===== config.mk =====
export PLATFORM = sky130hd
export DESIGN_NAME = hazard_ctrl_flat
export DESIGN_NICKNAME = d
export VERILOG_FILES = /design/src/rtl/hazard_if.sv /design/src/rtl/hazard_ctrl.sv /design/src/flat_wrapper.sv
export SDC_FILE = /design/constraint.sdc
export NUM_CORES = 1
export LEC_CHECK = 0
export CAP_MARGIN = 10
export CORE_UTILIZATION = 51
export CTS_BUF_LIST = sky130_fd_sc_hd__clkbuf_2
export DETAILED_ROUTE_END_ITERATION = 6
export PLACE_DENSITY = 0.93
export SKIP_CTS_REPAIR_TIMING = 1
export SYNTH_ARGS = -nofsm -noshare
export SYNTH_HDL_FRONTEND = slang
export SYNTH_SLANG_ARGS = --single-unit

===== constraint.sdc =====
create_clock -name clk -period 7 [get_ports clk]
set_input_delay 2.1 -clock clk [delete_from_list [all_inputs] [get_ports clk]]
set_output_delay 2.1 -clock clk [all_outputs]
set_load 0.05 [all_outputs]

===== src/rtl/hazard_if.sv =====
// Hazard controller bus: ID/EX hazard inputs from the pipeline, stall/flush/MDU controls back.
interface hazard_if;
  logic [4:0]  rs_ID;
  logic [4:0]  rt_ID;
  logic        ID_useRs;
  logic        ID_useRt;
  logic [4:0]  WriteDst_EX;
  logic        EX_ctrl_MemRd;
  logic        EX_branchTaken;
  logic        ID_isMdu;
  logic        ID_isDiv;
  logic        ID_readsHiLo;
  logic        PC_wr;
  logic        IFID_wr;
  logic        IFID_flush;
  logic        IDEX_flush;
  logic        mdu_start;
  logic        mdu_busy;
  logic [15:0] stall_cnt;

  modport master (
    output rs_ID, rt_ID, ID_useRs, ID_useRt, WriteDst_EX, EX_ctrl_MemRd,
           EX_branchTaken, ID_isMdu, ID_isDiv, ID_readsHiLo,
    input  PC_wr, IFID_wr, IFID_flush, IDEX_flush, mdu_start, mdu_busy, stall_cnt
  );

  modport slave (
    input  rs_ID, rt_ID, ID_useRs, ID_useRt, WriteDst_EX, EX_ctrl_MemRd,
           EX_branchTaken, ID_isMdu, ID_isDiv, ID_readsHiLo,
    output PC_wr, IFID_wr, IFID_flush, IDEX_flush, mdu_start, mdu_busy, stall_cnt
  );
endinterface


===== src/rtl/hazard_ctrl.sv =====
// Load-use / MDU-busy stall and taken-branch flush controller for the 5-stage pipeline.
// State | meaning: IDLE | no MDU op in flight ; BUSY | MDU op running, cnt = remaining cycles - 1
module hazard_ctrl #(
  parameter int MULT_LAT = 4,
  parameter int DIV_LAT  = 16,
  parameter int CNT_W    = 5
) (
  input logic     clk,
  input logic     rst,
  hazard_if.slave hz
);

  typedef enum logic {IDLE = 1'b0, BUSY = 1'b1} state_t;

  state_t           state;
  logic [CNT_W-1:0] cnt;
  logic             busy;
  logic [15:0]      stall_cnt;
  logic             lu;
  logic             mh;
  logic             stall;
  logic             accept;

  always_comb begin
    lu = hz.EX_ctrl_MemRd && (hz.WriteDst_EX != 5'd0) &&
         ((hz.ID_useRs && (hz.rs_ID == hz.WriteDst_EX)) ||
          (hz.ID_useRt && (hz.rt_ID == hz.WriteDst_EX)));
    mh     = busy && (hz.ID_isMdu || hz.ID_readsHiLo);
    stall  = (lu || mh) && !hz.EX_branchTaken;
    accept = hz.ID_isMdu && !stall && !hz.EX_branchTaken && !rst;
  end

  always_comb begin
    hz.PC_wr      = 1'b1;
    hz.IFID_wr    = 1'b1;
    hz.IFID_flush = 1'b0;
    hz.IDEX_flush = 1'b0;
    hz.mdu_start  = accept;
    if (rst) begin
      hz.PC_wr      = 1'b0;
      hz.IFID_wr    = 1'b0;
      hz.IFID_flush = 1'b1;
      hz.IDEX_flush = 1'b1;
    end else if (hz.EX_branchTaken) begin
      hz.IFID_flush = 1'b1;
      hz.IDEX_flush = 1'b1;
    end else if (stall) begin
      hz.PC_wr      = 1'b0;
      hz.IFID_wr    = 1'b0;
      hz.IDEX_flush = 1'b1;
    end
  end

  assign hz.mdu_busy  = busy;
  assign hz.stall_cnt = stall_cnt;

  always_ff @(posedge clk) begin
    if (rst) begin
      state     <= IDLE;
      cnt       <= '0;
      busy      <= 1'b0;
      stall_cnt <= 16'd0;
    end else begin
      if (stall && (stall_cnt != 16'hFFFF))
        stall_cnt <= stall_cnt + 16'd1;
      case (state)
        IDLE: begin
          if (accept) begin
            state <= BUSY;
            busy  <= 1'b1;
            cnt   <= hz.ID_isDiv ? CNT_W'(DIV_LAT - 1) : CNT_W'(MULT_LAT - 1);
          end
        end
        BUSY: begin
          if (cnt != '0) begin
            cnt <= cnt - 1'b1;
          end else begin
            state <= IDLE;
            busy  <= 1'b0;
          end
        end
        default: begin
          state <= IDLE;
          busy  <= 1'b0;
        end
      endcase
    end
  end

endmodule


===== src/flat_wrapper.sv =====
// flat-port wrapper written by rule: the top's interface ports become plain ports
module hazard_ctrl_flat 
#(
  parameter int MULT_LAT = 4,
  parameter int DIV_LAT  = 16,
  parameter int CNT_W    = 5
)
  (clk, rst, hz_rs_ID, hz_rt_ID, hz_ID_useRs, hz_ID_useRt, hz_WriteDst_EX, hz_EX_ctrl_MemRd, hz_EX_branchTaken, hz_ID_isMdu, hz_ID_isDiv, hz_ID_readsHiLo, hz_PC_wr, hz_IFID_wr, hz_IFID_flush, hz_IDEX_flush, hz_mdu_start, hz_mdu_busy, hz_stall_cnt);
  hazard_if hz_i ();
  input logic clk;
  input logic rst;
  input wire logic [$bits(hz_i.rs_ID)-1:0] hz_rs_ID;
  input wire logic [$bits(hz_i.rt_ID)-1:0] hz_rt_ID;
  input wire logic [$bits(hz_i.ID_useRs)-1:0] hz_ID_useRs;
  input wire logic [$bits(hz_i.ID_useRt)-1:0] hz_ID_useRt;
  input wire logic [$bits(hz_i.WriteDst_EX)-1:0] hz_WriteDst_EX;
  input wire logic [$bits(hz_i.EX_ctrl_MemRd)-1:0] hz_EX_ctrl_MemRd;
  input wire logic [$bits(hz_i.EX_branchTaken)-1:0] hz_EX_branchTaken;
  input wire logic [$bits(hz_i.ID_isMdu)-1:0] hz_ID_isMdu;
  input wire logic [$bits(hz_i.ID_isDiv)-1:0] hz_ID_isDiv;
  input wire logic [$bits(hz_i.ID_readsHiLo)-1:0] hz_ID_readsHiLo;
  output wire logic [$bits(hz_i.PC_wr)-1:0] hz_PC_wr;
  output wire logic [$bits(hz_i.IFID_wr)-1:0] hz_IFID_wr;
  output wire logic [$bits(hz_i.IFID_flush)-1:0] hz_IFID_flush;
  output wire logic [$bits(hz_i.IDEX_flush)-1:0] hz_IDEX_flush;
  output wire logic [$bits(hz_i.mdu_start)-1:0] hz_mdu_start;
  output wire logic [$bits(hz_i.mdu_busy)-1:0] hz_mdu_busy;
  output wire logic [$bits(hz_i.stall_cnt)-1:0] hz_stall_cnt;
  assign hz_i.rs_ID = hz_rs_ID;
  assign hz_i.rt_ID = hz_rt_ID;
  assign hz_i.ID_useRs = hz_ID_useRs;
  assign hz_i.ID_useRt = hz_ID_useRt;
  assign hz_i.WriteDst_EX = hz_WriteDst_EX;
  assign hz_i.EX_ctrl_MemRd = hz_EX_ctrl_MemRd;
  assign hz_i.EX_branchTaken = hz_EX_branchTaken;
  assign hz_i.ID_isMdu = hz_ID_isMdu;
  assign hz_i.ID_isDiv = hz_ID_isDiv;
  assign hz_i.ID_readsHiLo = hz_ID_readsHiLo;
  assign hz_PC_wr = hz_i.PC_wr;
  assign hz_IFID_wr = hz_i.IFID_wr;
  assign hz_IFID_flush = hz_i.IFID_flush;
  assign hz_IDEX_flush = hz_i.IDEX_flush;
  assign hz_mdu_start = hz_i.mdu_start;
  assign hz_mdu_busy = hz_i.mdu_busy;
  assign hz_stall_cnt = hz_i.stall_cnt;
  hazard_ctrl #(.MULT_LAT(MULT_LAT), .DIV_LAT(DIV_LAT), .CNT_W(CNT_W)) u_core (.clk(clk), .rst(rst), .hz(hz_i));
endmodule

==> summary.md, run 1 <==
| Metric | Value |
|---|---|
| Largest net degree at the start of global routing | `28` |
| CTS clk-pin slew, worst paths | `between 200 and 250 ps` |
| DRT antenna net count | `0` |
| Initial antenna violation count | `0` |
| Clk_skew | `approximately 19 ps` |
| Cell Count, Final, Fillers Out | `246` |
| Fmax achieved | `151 MHz` |
| H-Tree Depth | `1` |
| Setup CP Type | `input pin to output port` |
| Clock buffer depth | `2` |
| Netlist Area Pre-Place | `1390 sq um` |
| Crit path launch | `hz_WriteDst_EX[0]` |
| Final nets | `between 200 and 250` |
| Distinct cells, synth | `42` |
| Leakage power | `about 0.00064 uW` |
| Unrepaired setup endpoints after global routing | `false` |
| Initial Utilization | `55.0%` |
| Period minus WS final | `6630 ps` |
| CTS tree | `yes` |
| Die Area | `2930 sq um` |
| DR pass1 iterations | `4` |
| Total gr overflow | `0` |
| Setup-failing EPs final | `0` |
| FP Rows | `18` |
| Final wirelength | `about 3600 um` |
| Worst slew pin tran | `513 ps` |
| Height of the chip | `54.1 um` |
| Detailed Place HPWL | `approximately 2800 um` |
| WL/cell | `14.8 um` |
| R2R Path End | `u_core.hz.stall_cnt[14]` |
| Most frequent cells in the layout | `clkdlybuf4s50_1 (43), dfxtp_1 (23), a21oi_1 (15)` |
| IO Port Bufs | `45` |
| Power density over the cells | `132 nW/um^2` |
| # IOs | `46` |
| Total CTS buffers | `3` |
| Most common cell after layout, fill and taps aside | `clkdlybuf4s50_1` |
| Register bit count reported by yosys | `23` |
| Run status | `completed` |
| Layout cells sized above 1 | `6.94%` |
| Clk root buf | `clkbuf_2` |
| CP arrival | `4530 ps` |
| Final Hold Viols | `0` |
| HP Class | `flop to flop` |
| Initial DRC Count | `49` |
| Worst Setup EP | `hz_mdu_start` |
| Reg2Reg Setup Slack | `roughly 5100 ps` |
| Post-synthesis sequential area ratio | `33.2%` |
| Max IR drop VDD | `0.132 mV` |
| Final core utilization | `75.3%` |
| Core region area | `roughly 2500 sq um` |
| Avg Cell Area, Syn | `8.06 sq um` |
| Vias in the first global route | `1285` |
| Endpoint class of the critical path | `output port` |
| Diode count | `0` |
| WP data required | `about 5000 ps` |
| Maxcap violations | `0` |
| Rel. slew slack | `65.7%` |
| FF-to-FF path depth | `6` |
| Crit start category | `input pin` |
| First-pass GRT wire length | `5570 um` |
| Number of fillers in the final layout | `194` |
| Mapped Nets | `about 200` |
| Setup tns final | `0 ps` |
| Gr usage total | `about a quarter` |
| Crit-path max FO | `3` |
| GPL Wtd Cong | `approximately 0.85` |
| Die Width | `54.1 um` |
| Reg2reg start | `u_core.hz.stall_cnt[1]` |
| DR vias/cell | `6.01` |
| Synthesized netlist cell count | `172` |
| Final Cycle Share | `94.7%` |
| Clock sink total | `23` |
| Ys async rst share | `0%` |
| Placed cell count | `242` |
| Top_reg_cell synth | `dfxtp_1` |
| Yosys warning count | `0` |
| Post-synth EDFFs | `0` |
| Layout area overhead | `37.1%` |
| DRC errors left | `0` |
| Total number of vias | `1479` |
| Clock insertion delay at the later pin of the skew report | `between 300 and 400 ps` |
| Slew Viols, Final | `0` |
power breakdown:
part,switching [uW],internal [uW],total [uW]
registers,2.29,134,136
logic,31.6,29.0,60.6
clock network,41.9,13.0,54.9
through the flow:
stage	area [sq um]	hold slack (ps)	power, uW	setup WS [ps]
after floorplan	1390	475	171	489
after global placement	1880	470	196	412
after detailed placement	1880	471	198	385
after CTS	1900	498	251	367
after global routing	1900	543	262	286
final	1900	497	251	374
state kept, by name, indices dropped and copies added (netlist names):
name	count
u_core.hz.stall_cnt	16
u_core.state	1
u_core.cnt	5
u_core.hz.mdu_busy	1
Yosys cell counts (3+ instances only):
cell type  number  area [sq um]
dfxtp_1        23           460
a21oi_1        15          75.1
nand2_1        14          52.6
nor2_1         12          45.0
xnor2_1        12           105
nand3_1         9          45.0
o31ai_1         8          60.1
or4_1           8          60.1
nand4_1         6          37.5
clkbuf_1        5          18.8
nor2b_1         5          31.3
o21ai_0         5          25.0
or3_1           5          31.3
and3_1          4          25.0
nor3_1          4          20.0
ha_1            3          37.5
inv_1           3          11.3
mux2_2          3          33.8
nand2b_1        3          18.8
per-layer routing:
layer / GRT usage [%] / part of all wire, % / up-vias
met5: 0 / 0 / -
met4: 7.26 / 0.25 / 0
met3: 2.82 / 5.0 / 2
met2: 49.0 / 52 / 53
met1: 31.3 / 42 / 698
li1: - / - / 726
critical path, stage by stage:
cell             delay [ps]
clkdlybuf4s50_1         470
or4_1                   550
o21ai_2                 160
inv_2                    60
and2_1                  150
nor3_1                  200
clkdlybuf4s50_1         840
worst min path at each step:
stage                        from                  to  cells past startpoint
2_1_floorplan       u_core.cnt[4]       u_core.cnt[4]                      2
3_3_place_gp   u_core.hz.mdu_busy  u_core.hz.mdu_busy                      2
3_5_place_dp   u_core.hz.mdu_busy  u_core.hz.mdu_busy                      2
4_1_cts        u_core.hz.mdu_busy  u_core.hz.mdu_busy                      2
5_1_grt        u_core.hz.mdu_busy  u_core.hz.mdu_busy                      2
6_report       u_core.hz.mdu_busy  u_core.hz.mdu_busy                      2
cell families (layout without fill, tap and decap cells):
kind of cell / count (synthesis) / in the layout / share of synthesized area [%]
adder cells (fa/ha/maj): 3 / 3 / 2.71
AO/OA/AOI/OAI: 40 / 40 / 18.8
buffers and inverters: 12 / 56 / 3.70
flip-flops: 23 / 23 / 33.2
XOR/XNOR: 13 / 13 / 8.21
multiplexers: 4 / 4 / 3.16
AND/OR/NAND/NOR: 77 / 77 / 30.2
area by class of cell:
type                       instances  area (sq um)  share of cell area, %
tap                               30          37.5                   1.97
sequential                        23           460                   24.2
inverter                           4          15.0                  0.790
multi-input combinational        137           875                   46.0
clock buffer                       3          15.0                  0.790
clock inverter                     1          5.00                  0.263
timing repair buffer              48           493                   25.9
(Power assumes the default switching activity.)
==> run 2: changes to the inputs <==
--- a/config.mk
+++ b/config.mk
@@ -5,7 +5,7 @@
 export SDC_FILE = /design/constraint.sdc
 export NUM_CORES = 1
 export LEC_CHECK = 0
-export CAP_MARGIN = 10
+export CAP_MARGIN = 20
 export CORE_UTILIZATION = 51
 export CTS_BUF_LIST = sky130_fd_sc_hd__clkbuf_2
 export DETAILED_ROUTE_END_ITERATION = 6
==> results of run 2 <==
Final layout, timing and power as in run 1 (identical DEF).
